## src/rtl/lsu_pkg.sv

```systemverilog
`default_nettype none
// ============================================================================
//  Module      : lsu_pkg
//  Description : Shared types and constants for the load/store unit:
//                FSM state encoding, funct3 access-width codes, error-cause
//                codes and the input legality helpers used in IDLE.
//  Revision    : 1.0  initial release
// ============================================================================
package lsu_pkg;

    typedef enum logic [1:0] {
        IDLE = 2'd0,
        WAIT = 2'd1,
        RESP = 2'd2,
        ERR  = 2'd3
    } lsu_state_t;

    localparam logic [2:0] F3_B  = 3'b000;
    localparam logic [2:0] F3_H  = 3'b001;
    localparam logic [2:0] F3_W  = 3'b010;
    localparam logic [2:0] F3_BU = 3'b100;
    localparam logic [2:0] F3_HU = 3'b101;

    localparam logic [1:0] ERR_NONE     = 2'b00;
    localparam logic [1:0] ERR_MISALIGN = 2'b01;
    localparam logic [1:0] ERR_FUNCT3   = 2'b10;
    localparam logic [1:0] ERR_TIMEOUT  = 2'b11;

    // Stores only have signed-width encodings; loads add the unsigned forms.
    function automatic logic f3_legal(input logic we, input logic [2:0] f3);
        logic ok;
        if (we) begin
            ok = (f3 == F3_B) || (f3 == F3_H) || (f3 == F3_W);
        end else begin
            ok = (f3 == F3_B) || (f3 == F3_H) || (f3 == F3_W) ||
                 (f3 == F3_BU) || (f3 == F3_HU);
        end
        return ok;
    endfunction

    // Width is carried in funct3[1:0] for every legal encoding.
    function automatic logic is_misaligned(input logic [2:0] f3, input logic [1:0] off);
        logic bad;
        case (f3[1:0])
            2'b01:   bad = off[0];
            2'b10:   bad = (off != 2'b00);
            default: bad = 1'b0;
        endcase
        return bad;
    endfunction

endpackage
`default_nettype wire

```

## src/rtl/lsu_align.sv

```systemverilog
`default_nettype none
// ============================================================================
//  Module      : lsu_align
//  Description : Combinational lane logic. Always produces the byte-enable
//                pattern for (funct3, offset). With LOAD_PATH=0, o_data is
//                the lane-replicated store word; with LOAD_PATH=1, o_data is
//                the selected byte/halfword of i_data, sign- or zero-extended.
//  Ports       : i_funct3 [2:0]  access width/sign
//                i_offset [1:0]  byte offset within the word
//                i_data   [31:0] store data (store path) or read word (load)
//                o_be     [3:0]  byte enables
//                o_data   [31:0] replicated store data / extended load data
//  Revision    : 1.0  initial release
// ============================================================================
module lsu_align
    import lsu_pkg::*;
#(
    parameter bit LOAD_PATH = 1'b0
) (
    input  logic [2:0]  i_funct3,
    input  logic [1:0]  i_offset,
    input  logic [31:0] i_data,
    output logic [3:0]  o_be,
    output logic [31:0] o_data
);

    always_comb begin
        o_be = 4'b0000;
        case (i_funct3)
            F3_B, F3_BU: o_be = 4'b0001 << i_offset;
            F3_H, F3_HU: o_be = i_offset[1] ? 4'b1100 : 4'b0011;
            F3_W:        o_be = 4'b1111;
            default:     o_be = 4'b0000;
        endcase
    end

    generate
        if (LOAD_PATH) begin : g_load
            logic [7:0]  w_byte;
            logic [15:0] w_half;

            always_comb begin
                w_byte = i_data[{i_offset, 3'b000} +: 8];
                w_half = i_offset[1] ? i_data[31:16] : i_data[15:0];
                o_data = 32'h0;
                case (i_funct3)
                    F3_B:    o_data = {{24{w_byte[7]}}, w_byte};
                    F3_BU:   o_data = {24'h0, w_byte};
                    F3_H:    o_data = {{16{w_half[15]}}, w_half};
                    F3_HU:   o_data = {16'h0, w_half};
                    F3_W:    o_data = i_data;
                    default: o_data = 32'h0;
                endcase
            end
        end else begin : g_store
            always_comb begin
                o_data = 32'h0;
                case (i_funct3)
                    F3_B, F3_BU: o_data = {4{i_data[7:0]}};
                    F3_H, F3_HU: o_data = {2{i_data[15:0]}};
                    F3_W:        o_data = i_data;
                    default:     o_data = 32'h0;
                endcase
            end
        end
    endgenerate

endmodule
`default_nettype wire

```

## src/rtl/lsu.sv

```systemverilog
`default_nettype none
// ============================================================================
//  Module      : lsu
//  Description : Load/store unit. Checks the access in IDLE, then holds a
//                request to data memory until ack or timeout, returning
//                extended load data with a one-cycle o_done pulse or a
//                one-cycle o_err pulse with cause.
//  Ports       : i_clk, i_rst_n          clock, async active-low reset
//                i_valid, i_lsu_wren     access request, 1 = store
//                i_funct3, i_addr        width/sign, effective address
//                i_st_data               store data (rs2)
//                o_stall                 hold PC/instruction
//                o_done, o_ld_data       completion pulse, load result
//                o_err, o_err_cause      fault pulse, cause code
//                o_mem_*                 memory request channel
//                i_mem_ack, i_mem_rdata  memory response
//  Revision    : 1.0  initial release
// ============================================================================
module lsu
    import lsu_pkg::*;
#(
    parameter int TIMEOUT_CYC = 255
) (
    input  logic        i_clk,
    input  logic        i_rst_n,
    input  logic        i_valid,
    input  logic        i_lsu_wren,
    input  logic [2:0]  i_funct3,
    input  logic [31:0] i_addr,
    input  logic [31:0] i_st_data,
    output logic        o_stall,
    output logic        o_done,
    output logic [31:0] o_ld_data,
    output logic        o_err,
    output logic [1:0]  o_err_cause,
    output logic        o_mem_req,
    output logic        o_mem_we,
    output logic [31:0] o_mem_addr,
    output logic [3:0]  o_mem_be,
    output logic [31:0] o_mem_wdata,
    input  logic        i_mem_ack,
    input  logic [31:0] i_mem_rdata
);

    localparam logic [15:0] c_TO_LAST = 16'(TIMEOUT_CYC - 1);

    lsu_state_t  r_state;
    lsu_state_t  w_next;
    logic [31:0] r_addr;
    logic        r_we;
    logic [2:0]  r_f3;
    logic [3:0]  r_be;
    logic [31:0] r_wdata;
    logic [31:0] r_rdata;
    logic [15:0] r_cnt;
    logic [1:0]  r_cause;

    logic [1:0]  w_fault;
    logic        w_timeout;
    logic [3:0]  w_st_be;
    logic [31:0] w_st_wdata;
    logic [3:0]  w_ld_be;
    logic [31:0] w_ld_data;
    logic [31:0] w_lane_mask;

    lsu_align #(.LOAD_PATH(1'b0)) u_align_st (
        .i_funct3 (i_funct3),
        .i_offset (i_addr[1:0]),
        .i_data   (i_st_data),
        .o_be     (w_st_be),
        .o_data   (w_st_wdata)
    );

    lsu_align #(.LOAD_PATH(1'b1)) u_align_ld (
        .i_funct3 (r_f3),
        .i_offset (r_addr[1:0]),
        .i_data   (r_rdata),
        .o_be     (w_ld_be),
        .o_data   (w_ld_data)
    );

    // Only the lanes the access touches are kept from the read word.
    assign w_lane_mask = {{8{w_ld_be[3]}}, {8{w_ld_be[2]}},
                          {8{w_ld_be[1]}}, {8{w_ld_be[0]}}};

    // funct3 legality outranks alignment.
    always_comb begin
        w_fault = ERR_NONE;
        if (!f3_legal(i_lsu_wren, i_funct3)) begin
            w_fault = ERR_FUNCT3;
        end else if (is_misaligned(i_funct3, i_addr[1:0])) begin
            w_fault = ERR_MISALIGN;
        end
    end

    assign w_timeout = (r_cnt == c_TO_LAST);

    always_ff @(posedge i_clk or negedge i_rst_n) begin
        if (!i_rst_n) begin
            r_state <= IDLE;
            r_addr  <= 32'h0;
            r_we    <= 1'b0;
            r_f3    <= 3'b000;
            r_be    <= 4'b0000;
            r_wdata <= 32'h0;
            r_rdata <= 32'h0;
            r_cnt   <= 16'h0;
            r_cause <= ERR_NONE;
        end else begin
            r_state <= w_next;
            case (r_state)
                IDLE: begin
                    if (i_valid) begin
                        if (w_fault != ERR_NONE) begin
                            r_cause <= w_fault;
                        end else begin
                            r_addr  <= i_addr;
                            r_we    <= i_lsu_wren;
                            r_f3    <= i_funct3;
                            r_be    <= w_st_be;
                            r_wdata <= w_st_wdata;
                            r_cnt   <= 16'h0;
                        end
                    end
                end
                WAIT: begin
                    // Ack wins over a simultaneous timeout.
                    if (i_mem_ack) begin
                        r_rdata <= i_mem_rdata & w_lane_mask;
                    end else if (w_timeout) begin
                        r_cause <= ERR_TIMEOUT;
                    end else begin
                        r_cnt <= r_cnt + 16'h1;
                    end
                end
                default: ;
            endcase
        end
    end

    always_comb begin
        w_next      = r_state;
        o_stall     = 1'b0;
        o_done      = 1'b0;
        o_ld_data   = 32'h0;
        o_err       = 1'b0;
        o_err_cause = ERR_NONE;
        o_mem_req   = 1'b0;
        o_mem_we    = 1'b0;
        o_mem_addr  = 32'h0;
        o_mem_be    = 4'b0000;
        o_mem_wdata = 32'h0;
        case (r_state)
            IDLE: begin
                // Gated by reset so every output is low while reset is held.
                o_stall = i_valid & i_rst_n;
                if (i_valid) begin
                    w_next = (w_fault != ERR_NONE) ? ERR : WAIT;
                end
            end
            WAIT: begin
                o_stall     = 1'b1;
                o_mem_req   = 1'b1;
                o_mem_we    = r_we;
                o_mem_addr  = {r_addr[31:2], 2'b00};
                o_mem_be    = r_be;
                o_mem_wdata = r_wdata;
                if (i_mem_ack) begin
                    w_next = RESP;
                end else if (w_timeout) begin
                    w_next = ERR;
                end
            end
            RESP: begin
                o_done    = 1'b1;
                o_ld_data = r_we ? 32'h0 : w_ld_data;
                w_next    = IDLE;
            end
            ERR: begin
                o_err       = 1'b1;
                o_err_cause = r_cause;
                w_next      = IDLE;
            end
            default: w_next = IDLE;
        endcase
    end

endmodule
`default_nettype wire

```

## config.mk

```make
export PLATFORM = sky130hd
export DESIGN_NAME = lsu
export DESIGN_NICKNAME = d
export VERILOG_FILES = /design/src/rtl/lsu_pkg.sv /design/src/rtl/lsu_align.sv /design/src/rtl/lsu.sv
export SDC_FILE = /design/constraint.sdc
export NUM_CORES = 1
export LEC_CHECK = 0
export BUFFER_PORTS_ARGS = -buffer_cell sky130_fd_sc_hd__buf_2
export CAP_MARGIN = 30
export CORE_AREA = 10 10 135 187
export DETAILED_ROUTE_END_ITERATION = 10
export DIE_AREA = 0 0 145 197
export HOLD_SLACK_MARGIN = 0.12
export SLEW_MARGIN = 20
export SYNTH_ARGS = -nofsm -noshare
export SYNTH_HDL_FRONTEND = slang
export SYNTH_SLANG_ARGS = --single-unit
```

## constraint.sdc

```tcl
create_clock -name i_clk -period 3.2 [get_ports i_clk]
set_input_delay 0.64 -clock i_clk [delete_from_list [all_inputs] [get_ports i_clk]]
set_output_delay 0.64 -clock i_clk [all_outputs]
set_load 0.01 [all_outputs]
```

==> summary.txt <==
Outcome
  • Status: finished, final reports clean

Yosys
  • Top cell type by total area after synthesis: dfrtp_1
  • Number of synthesized register bits: ~120
  • Number of synthesized flops with an enable pin: 0
  • Main combinational cell family by area after synthesis: simple AND/OR/NAND/NOR gates
  • Simple-gate area share of the yosys netlist: 0.249
  • Synth warn: 0
  • Mux contribution to synthesized area: 0.0342
  • Post-Synth Adder-Cell Area: 0.00971
  • Synth Area in Compound Gates: 0.184
  • Cells after Synth: between 700 and 800
  • Share of the synthesized area in the top cell type: 0.482
  • Synth top cells by count: nand2_1 (162), dfrtp_1 (124), and2_1 (68), nor2_1 (56), a21oi_1 (44)
  • Cell variety after synth: 50
  • Synthesized area per cell: about 9 sq um
  • Top FF cell, synth: dfrtp_1
  • Most frequent cell after synthesis: nand2_1
  • Post-synthesis sequential area ratio: 0.482
  • Mapped Area: around 6400 sq um
  • Post-Synth XOR/XNOR Area: 0
  • Async set-reset flop share out of synthesis: 1.00
  • Largest cells by area after synthesis: dfrtp_1 (48%), nand2_1 (9.4%), and2_1 (6.6%)

Setup path
  • Worst Path Max Fanout: 10
  • Critical path launch point type: flip-flop
  • Crit path DAT: approximately 2.3 ns
  • Critical path's largest stage delay: between 0.5 and 0.6 ns
  • Endpoint class of the critical path: output port
  • R2R Path Start: r_state[1]
  • Critical path cell sequence: mux4_2 -> o21ai_1 -> buf_4 -> a21oi_1 -> buf_2
  • Worst Setup SP: r_rdata[31]
  • CP max-delay cell: mux4_2
  • Crit path required time: approximately 2.6 ns
  • Worst Setup Path Type: flip-flop to output port

Floorplanning
  • Boundary Pins: approximately 210
  • Die Width: ~150 um
  • Core Region: between 20000 and 25000 sq um
  • Initial core utilization: 0.297
  • Die ar.: approximately 29000 sq um
  • Die height: about 200 um
  • FP Rows: 64

GRT
  • Number of global-route vias before repair: a little over 6000
  • Largest net degree at the start of global routing: 81
  • Congestion Overflow GR: 0
  • Total Routing Usage GR: 0.152
  • First-pass GRT wire length: approximately 35000 um
  • Initial antenna violation count: 3

Placed design
  • Post-DP HPWL: 16500 um
  • Gpl congestion: between 0.8 and 0.9
  • Number of port buffers: between 200 and 250
  • DP Worst Slack: roughly 0.52 ns

Routing
  • Wire per inst: roughly 18 um
  • Remaining DRCs: 0
  • Vias: slightly above 6000
  • Via density: slightly below 5
  • 1st-iter DRT viols: 374
  • Pre-antenna DRT Iters: 6
  • Drt total wl: around 22000 um
  • Final ANT Viol Nets: 0

Clock tree
  • Worst-path clk slew: around 0.060 ns
  • Post-CTS Setup Repair Bufs: 0
  • Clock Latency Late Sink: between 0.4 and 0.5 ns
  • CTS tree: built
  • H-tree levels: 4
  • Clk buf depth: 2
  • Clock sink total: between 100 and 150
  • Hold buffers post-CTS: 0
  • Cells resized by post-CTS repair: 0
  • Root buf cell: clkbuf_16
  • Total CTS buffers: 17

STA
  • Worst Clk Skew: ~0.012 ns
  • Unrepaired setup endpoints after global routing: no
  • Final worst slack: 0.231 ns
  • Measured slew at the worst slew-check pin: a little under 0.7 ns
  • Hold_ws: between 0.3 and 0.4 ns
  • Slew Limit Fails: 0
  • Crit path time final: just under 3 ns
  • Setup TNS: 0 ns
  • Slew headroom: 0.542
  • Final setup fails: 0
  • Max Freq: between 0.3 and 0.4 GHz
  • Final Cycle Share: 0.928
  • Final Hold Viols: 0

Cells and area
  • Reg area: a little over 3000 sq um
  • Layout cell share with drive strength beyond 1: 0.300
  • # nets final: 1021
  • FILL cells: around 2200
  • Area growth syn-to-layout: 31.7%
  • Area of the multi-input gates: 3100 sq um

Power
  • Pwr Total: roughly 0.0072 W
  • Max VDD drop: roughly 0.36 mV
  • Power per Cell Area: 853 nW/um^2
  • Pleak: about 4.3 nW

Run
  • Max-Cap Viols: 0

Min path
  • HP Class: input port to asynchronous set/reset pin
layout make-up:
cell class,count,share of cell area
inverter,7,0.00310
clock inverter,9,0.0187
tap,297,0.0438
multi-input combinational,532,0.365
timing repair buffer,230,0.147
antenna,2,0.000590
sequential,124,0.366
clock buffer,22,0.0559
per-stage QoR:
stage	cell area, sq um	std cells	util
CTS	8480	1221	0.391
floorplan	6440	717	-
detailed placement	7850	1190	0.362
global placement	7830	1189	0.361
finish	8480	1223	0.391
global route	8480	1223	0.391
worst max-delay path: cells and delay by family (launching register included):
| kind | cells | cell delay [ns] |
|---|---|---|
| buffers and inverters | 2 | 0.42 |
| DFF | 1 | 0.43 |
| muxes | 1 | 0.51 |
| AOI/OAI and AO/OA | 2 | 0.55 |
power breakdown:
part / switching, W / internal (W)
Sequential: 0.000476 / 0.00218
Combinational: 0.00142 / 0.00108
Clock: 0.000709 / 0.00137
logic make-up after synthesis:
| kind of cell | count (synthesis) |
|---|---|
| flops | 124 |
| simple gates | 343 |
| fa+ha+maj | 5 |
| compound gates | 170 |
| mux | 12 |
| buf+inv | 61 |
| other cells | 1 |
path summary, 6_finish.rpt:
check / to / slack, ns / cells after the start
worst min register to register: r_wdata[0] / 0.46 / 2
min in group i_clk: r_addr[13] / 0.41 / 3
worst min-delay path: r_cnt[4] / 0.36 / 2
max in group asynchronous: r_addr[5] / 2.24 / 3
worst max-delay path: o_ld_data[21] / 0.23 / 5
worst max register to register: r_rdata[0] / 0.89 / 5
per-layer routing:
metal  track usage  part of all wire  vias to the layer above
met5             0           0.00054                        -
met2         0.259              0.51                      202
met4        0.0611             0.022                        2
li1              -                 -                     2895
met1         0.179              0.42                     2944
met3        0.0376             0.051                       28
registers in the layout, summed over array words and instances (netlist names):
name and cells:
r_addr 32, r_be 4, r_cause 2, r_cnt 16, r_f3 3, r_rdata 32
r_state 2, r_wdata 32, r_we 1
placed cells by master (no fill, tap or decap), types with 20 or more instances in the layout:
cell     count
buf_2      207
nand2_1    162
dfrtp_1    124
and2_1      68
nor2_1      56
a21oi_1     44
a22o_1      32
o21ai_0     22
buf_4       20
Note: power is estimated with default switching activity, not from simulation.
